--- src/rtl/branch_resolve_ctrl.sv ---
// Resolves one branch/JAL/JALR at a time, compares the outcome against the prediction, and issues redirect plus a FLUSH_CYCLES-wide flush.
// Latency: accept at edge N, resolution/redirect at cycle N+1. Backpressure: ex_ready low outside IDLE.
// Optional saturating perf counters under `BR_CTRL_PERF_CNT_EN`; without it both counter ports are tied to 0.
module branch_resolve_ctrl #(
  parameter int unsigned FLUSH_CYCLES = 2,
  parameter int unsigned CNT_W        = 32
) (
  input  logic             clk,
  input  logic             rst_n,
  input  logic             ex_valid,
  output logic             ex_ready,
  input  logic [31:0]      ex_pc,
  input  logic [31:0]      ex_imm,
  input  logic [31:0]      ex_rs1,
  input  logic [31:0]      ex_rs2,
  input  logic [2:0]       ex_cmp_op,
  input  logic             ex_is_jal,
  input  logic             ex_is_jalr,
  input  logic             ex_is_c,
  input  logic             ex_pred_taken,
  input  logic [31:0]      ex_pred_target,
  output logic             res_valid,
  output logic             res_taken,
  output logic [31:0]      res_target,
  output logic             redirect_valid,
  output logic [31:0]      redirect_pc,
  output logic             flush,
  output logic [CNT_W-1:0] perf_br_cnt,
  output logic [CNT_W-1:0] perf_mispred_cnt
);

  typedef enum logic [1:0] {
    S_IDLE    = 2'd0,
    S_RESOLVE = 2'd1,
    S_FLUSH   = 2'd2
  } state_t;

  typedef struct packed {
    logic [31:0] pc;
    logic [31:0] imm;
    logic [31:0] rs1;
    logic [31:0] rs2;
    logic [2:0]  cmp_op;
    logic        is_jal;
    logic        is_jalr;
    logic        is_c;
    logic        pred_taken;
    logic [31:0] pred_target;
  } req_t;

  localparam logic [3:0] FLUSH_LOAD = 4'(FLUSH_CYCLES - 1);

  state_t     state_q, state_d;
  req_t       req_q;
  logic [3:0] flush_cnt_q, flush_cnt_d;
  logic       accept;

  logic        eq, lt_s, lt_u, cond_taken, taken, mispred;
  logic [31:0] target, fall_thru, actual_pc;

  assign ex_ready = rst_n & (state_q == S_IDLE);
  assign accept   = ex_valid & ex_ready;

  always_ff @(posedge clk or negedge rst_n) begin
    if (!rst_n) begin
      req_q <= '0;
    end else if (accept) begin
      req_q <= '{pc:          ex_pc,
                 imm:         ex_imm,
                 rs1:         ex_rs1,
                 rs2:         ex_rs2,
                 cmp_op:      ex_cmp_op,
                 is_jal:      ex_is_jal,
                 is_jalr:     ex_is_jalr,
                 is_c:        ex_is_c,
                 pred_taken:  ex_pred_taken,
                 pred_target: ex_pred_target};
    end
  end

  // Resolution datapath works purely from the registered request.
  always_comb begin
    eq   = (req_q.rs1 == req_q.rs2);
    lt_s = ($signed(req_q.rs1) < $signed(req_q.rs2));
    lt_u = (req_q.rs1 < req_q.rs2);
    case (req_q.cmp_op)
      3'b000:  cond_taken = eq;
      3'b001:  cond_taken = ~eq;
      3'b100:  cond_taken = lt_s;
      3'b101:  cond_taken = ~lt_s;
      3'b110:  cond_taken = lt_u;
      3'b111:  cond_taken = ~lt_u;
      default: cond_taken = 1'b0;
    endcase
    taken = req_q.is_jal | req_q.is_jalr | cond_taken;

    if (req_q.is_jalr) begin
      target = (req_q.rs1 + req_q.imm) & 32'hFFFF_FFFE;
    end else begin
      target = req_q.pc + req_q.imm;
    end
    fall_thru = req_q.pc + (req_q.is_c ? 32'd2 : 32'd4);
    actual_pc = taken ? target : fall_thru;

    mispred = (taken != req_q.pred_taken) |
              (taken & req_q.pred_taken & (target != req_q.pred_target));
  end

  always_ff @(posedge clk or negedge rst_n) begin
    if (!rst_n) begin
      state_q     <= S_IDLE;
      flush_cnt_q <= '0;
    end else begin
      state_q     <= state_d;
      flush_cnt_q <= flush_cnt_d;
    end
  end

  always_comb begin
    state_d     = state_q;
    flush_cnt_d = flush_cnt_q;
    case (state_q)
      S_IDLE: begin
        if (accept) state_d = S_RESOLVE;
      end
      S_RESOLVE: begin
        if (mispred) begin
          flush_cnt_d = FLUSH_LOAD;
          state_d     = (FLUSH_CYCLES <= 1) ? S_IDLE : S_FLUSH;
        end else begin
          state_d = S_IDLE;
        end
      end
      S_FLUSH: begin
        flush_cnt_d = flush_cnt_q - 4'd1;
        // Counter value 1 means this is the final flush cycle.
        if (flush_cnt_q <= 4'd1) state_d = S_IDLE;
      end
      default: state_d = S_IDLE;
    endcase
  end

  always_comb begin
    res_valid      = 1'b0;
    res_taken      = 1'b0;
    res_target     = '0;
    redirect_valid = 1'b0;
    redirect_pc    = '0;
    flush          = 1'b0;
    case (state_q)
      S_RESOLVE: begin
        res_valid  = 1'b1;
        res_taken  = taken;
        res_target = actual_pc;
        if (mispred) begin
          redirect_valid = 1'b1;
          redirect_pc    = actual_pc;
          flush          = 1'b1;
        end
      end
      S_FLUSH: flush = 1'b1;
      default: ;
    endcase
  end

`ifdef BR_CTRL_PERF_CNT_EN
  localparam logic [CNT_W-1:0] CNT_ONE = {{(CNT_W-1){1'b0}}, 1'b1};

  logic [CNT_W-1:0] br_cnt_q, mis_cnt_q;

  always_ff @(posedge clk or negedge rst_n) begin
    if (!rst_n) begin
      br_cnt_q  <= '0;
      mis_cnt_q <= '0;
    end else begin
      if (res_valid && (br_cnt_q != '1))       br_cnt_q  <= br_cnt_q + CNT_ONE;
      if (redirect_valid && (mis_cnt_q != '1)) mis_cnt_q <= mis_cnt_q + CNT_ONE;
    end
  end

  assign perf_br_cnt      = br_cnt_q;
  assign perf_mispred_cnt = mis_cnt_q;
`else
  assign perf_br_cnt      = '0;
  assign perf_mispred_cnt = '0;
`endif

endmodule
--- config.mk ---
export PLATFORM = sky130hd
export DESIGN_NAME = branch_resolve_ctrl
export DESIGN_NICKNAME = d
export VERILOG_FILES = /design/src/rtl/branch_resolve_ctrl.sv
export SDC_FILE = /design/constraint.sdc
export NUM_CORES = 1
export LEC_CHECK = 0
export ABC_AREA = 0
export BUFFER_PORTS_ARGS = -buffer_cell sky130_fd_sc_hd__buf_4
export CAP_MARGIN = 20
export CORE_MARGIN = 8
export CORE_UTILIZATION = 48
export DETAILED_ROUTE_END_ITERATION = 10
export GPL_TIMING_DRIVEN = 1
export PLACE_DENSITY = 0.74
export SETUP_SLACK_MARGIN = 0.02
export SYNTH_ARGS = -nofsm -noshare
export SYNTH_HDL_FRONTEND = slang
export SYNTH_SLANG_ARGS = --single-unit
--- constraint.sdc ---
create_clock -name clk -period 5.1 [get_ports clk]
set_input_delay 0.51 -clock clk [delete_from_list [all_inputs] [get_ports clk]]
set_output_delay 0.51 -clock clk [all_outputs]
set_load 0.005 [all_outputs]
==> results.md <==
- Core area: 30,670 um2
- Initial core utilization: 48.89%
- Vias per cell: 5.700
- Vias in the first global route: 15,100
- Setup crit start kind: flip-flop
- Multi-input gate area: 10,000 um2
- Pin count of the biggest net entering global routing: 86
- Chip Width: 192.7 um
- CP Class: flip-flop to output pin
- Met3 wire length: 4722 um
- EDFF count, synth: 0
- Max Buffers Root-to-Sink: 2
- Layout cells sized above 1: 23.23%
- Commonest cells after routing, fill and taps aside: 523 x nand2_1, 394 x buf_4, 170 x dfrtp_1
- Outcome: finished with violations
- I/O Buffers: 238
- Post-synthesis sequential area ratio: 28.87%
- Worst Hold End: req_q[8]
- Seq pwr share: 16.2%
- # diodes: 0
- Final Worst Setup Slack: -0.4085 ns
- Routed len/inst: 20.74 um
- Routed WL: 56,870 um
- Logic pwr share: 75.8%
- Overflow after GRT: 0
- Die Ht: 192.7 um
- Via count: 15,630
- RePlAce Congestion: 0.9624
- P&R area growth vs syn: 27.48%
- Violated checks: negative setup slack
- Max cap viols: 0
- Met1 WL: 24,470 um
- Place WS: -0.1671 ns
- Slew headroom: 36.90%
- Clk slew on worst S/H paths: 0.08 ns
- Crit-path max FO: 9
- TritonRoute pass-1 iters: 6
- Most common cell after layout, fill and taps aside: nand2_1
- R2R Path End: flush_cnt_q[0]
- Fin. Hold Viols: 0
- Critical Path End Type: output pin
- Post-Syn Instances: 1,987
- Final nets: 2,607
- Post-Syn Area: 14,990 um2
- Worst Reg-to-Reg Cells: 20
- Post-route minimum period: 5.508 ns
- Pwr dens: 893.8 nW/um2
- CTS buffer count: 17
- Crit path required time: 4.59 ns
- H-tree level count: 4
- Main synth FF type: dfrtp_1
- CP Data Arrival Time: 5.00 ns
- Initial DRC Count: 1,727
- GRT Resource Usage Total: 29.75%
- DRC Markers: 0
- CTS root buf: clkbuf_16
- R2R Setup Slk: 0.23 ns
- CTS tree: yes
- I/O pins: 303
- Register Area: 4333 um2
- Top layer used by detailed routing: met4
- HP Start: ex_pred_target[8]
- Number of synthesized register bits: 173
- Switch share: 50.23%
- Unique cell type count in the Yosys netlist: 88
- Clock network power share: 8.0%
- Max VDD drop: 0.4337 mV
- Core Util, Final: 62.32%
- # rows: 64
- Antenna Violating Nets Remaining: 0
- Psw: 0.008581 W
- Clk sinks: 173
- Mean Syn Cell Area: 7.546 um2
- Max-slew violations: 0
- Least-Margin Pin Slew: 0.9466 ns
- Yosys warning total: 0
- Internal: 0.008502 W
- F_max: 0.1815 GHz
- Post-synth ARST share: 100.0%
- Tcrit/Tclk final: 108.0%
- Unrepaired setup endpoints after global routing: true
- Die footprint: 37,150 um2
- Setup violations, final: 34
- Initial antenna violation count: 0
- Leak: 9.407 nW
- Post-detail-place hpwl: 44,620 um
- Hold depth: 3
- Clk_skew: 0.01426 ns
- Reg-to-Reg Start: req_q[88]
- Later-pin clock latency in the skew report: 0.46 ns
- Filler cell count: 2,790
- Worst Hold Class: input port to flip-flop
- Global-route wire length before repair: 85,150 um
- DR WL met2: 25,990 um
metrics by stage:
stage / cell area (um2) / cells / power, W / hold WS (ns) / setup TNS (ns)
after global placement: 18020 / 2694 / 0.01442 / 0.4799 / 0
after floorplan: 15260 / 2050 / 0.009877 / 0.2144 / 0
after global routing: 19110 / 2742 / 0.01818 / 0.2245 / -19.26
after CTS: 18950 / 2738 / 0.01658 / 0.2146 / -11.55
after detailed placement: 18020 / 2694 / 0.01461 / 0.4860 / -4.999
final: 19110 / 2742 / 0.01708 / 0.2335 / -12.97
worst max-delay path, stage by stage (launching register included):
cell	delay [ns]
dfrtp_1	0.42
ha_1	0.37
buf_4	0.20
o21ai_0	0.12
o211ai_1	0.21
nand3_1	0.29
and3_4	0.28
o31ai_2	0.26
mux2_2	0.39
or4_1	0.52
a21oi_1	0.17
o2111ai_1	0.12
buf_4	0.18
nor4_4	0.20
buf_4	0.19
nor2_4	0.10
clkbuf_16	0.24
and2_4	0.16
buf_6	0.11
metal layers:
layer	global-route usage [%]	vias to the layer above
met3	4.518	86
met2	47.73	746
met5	0	-
met4	10.31	0
li1	-	7457
met1	40.32	7340
sequential cells by signal (all words and copies together) (netlist names):
signal / count
state_q: 2
flush_cnt_q: 4
req_q: 167
final cells by class:
type / instances / area share (%)
tap: 396 / 2.592
sequential: 173 / 22.67
inverter: 70 / 1.375
multi-input combinational: 1640 / 52.32
clock inverter: 13 / 0.8052
clock buffer: 19 / 2.265
timing repair buffer: 431 / 17.97
power groups by stage:
| stage | sequential (W) | combinational, W | clock, W |
|---|---|---|---|
| final | 0.00277 | 0.0130 | 0.00136 |
| after CTS | 0.00275 | 0.0125 | 0.00137 |
| after global placement | 0.00273 | 0.0117 | 0 |
| after global routing | 0.00282 | 0.0139 | 0.00142 |
| after detailed placement | 0.00276 | 0.0119 | 0 |
| after floorplan | 0.00246 | 0.00741 | 0 |
cells by family (layout without fill, tap and decap cells):
group	after synthesis	in the layout	share of synthesized area (%)
buf+inv	237	533	7.744
flops	173	173	28.87
mux	28	28	1.978
xor+xnor	97	97	6.426
fa+ha+maj	104	104	8.829
other cells	1	64	0.02501
compound gates	421	421	18.04
simple gates	926	926	28.08
how the worst max path moves through the flow:
stage,endpoint,start,depth (start not counted),slack (ns)
finish,redirect_pc[17],req_q[113],18,-0.41
global route,redirect_pc[11],req_q[48],23,-0.59
CTS,redirect_pc[25],req_q[88],23,-0.38
detailed placement,redirect_pc[25],req_q[72],22,-0.17
global placement,redirect_pc[27],req_q[72],22,0.001
floorplan,redirect_pc[23],req_q[72],22,0.02
Yosys cell counts, drive strengths merged, types with 8 or more instances:
library cell	number	area share [%]
nor4	18	0.85
clkbuf	83	2.1
xnor2	62	3.6
nor3	25	0.90
nor2b	16	0.67
a31oi	16	0.67
and2	43	1.8
or3	21	0.88
nand2	525	13
or4	8	0.43
xor2	27	1.6
nand2b	14	0.58
inv	69	1.7
a21oi	95	3.2
nand4	31	1.3
nor2	127	3.2
nor3b	9	0.45
dfrtp	173	29
a211oi	38	1.9
o31ai	10	0.50
buf	84	3.9
o211ai	14	0.70
and3	23	0.96
ha	101	8.4
o21a	19	0.96
mux2i	25	1.8
o21ai	116	3.9
nand3	34	1.1
a21o	28	1.4
repair_timing:
item | 4_1_cts | 5_1_grt
setup endpoints to repair | 34 | 35
setup buffers | 9 | 3
pin swaps | 13 | 9
gates resized for setup | 62 | 39
gates cloned | 3 | 1
hold buffers | 1 | 0
hold endpoints to repair | 34 | 0
No activity file was read; power rests on OpenSTA's default activity.
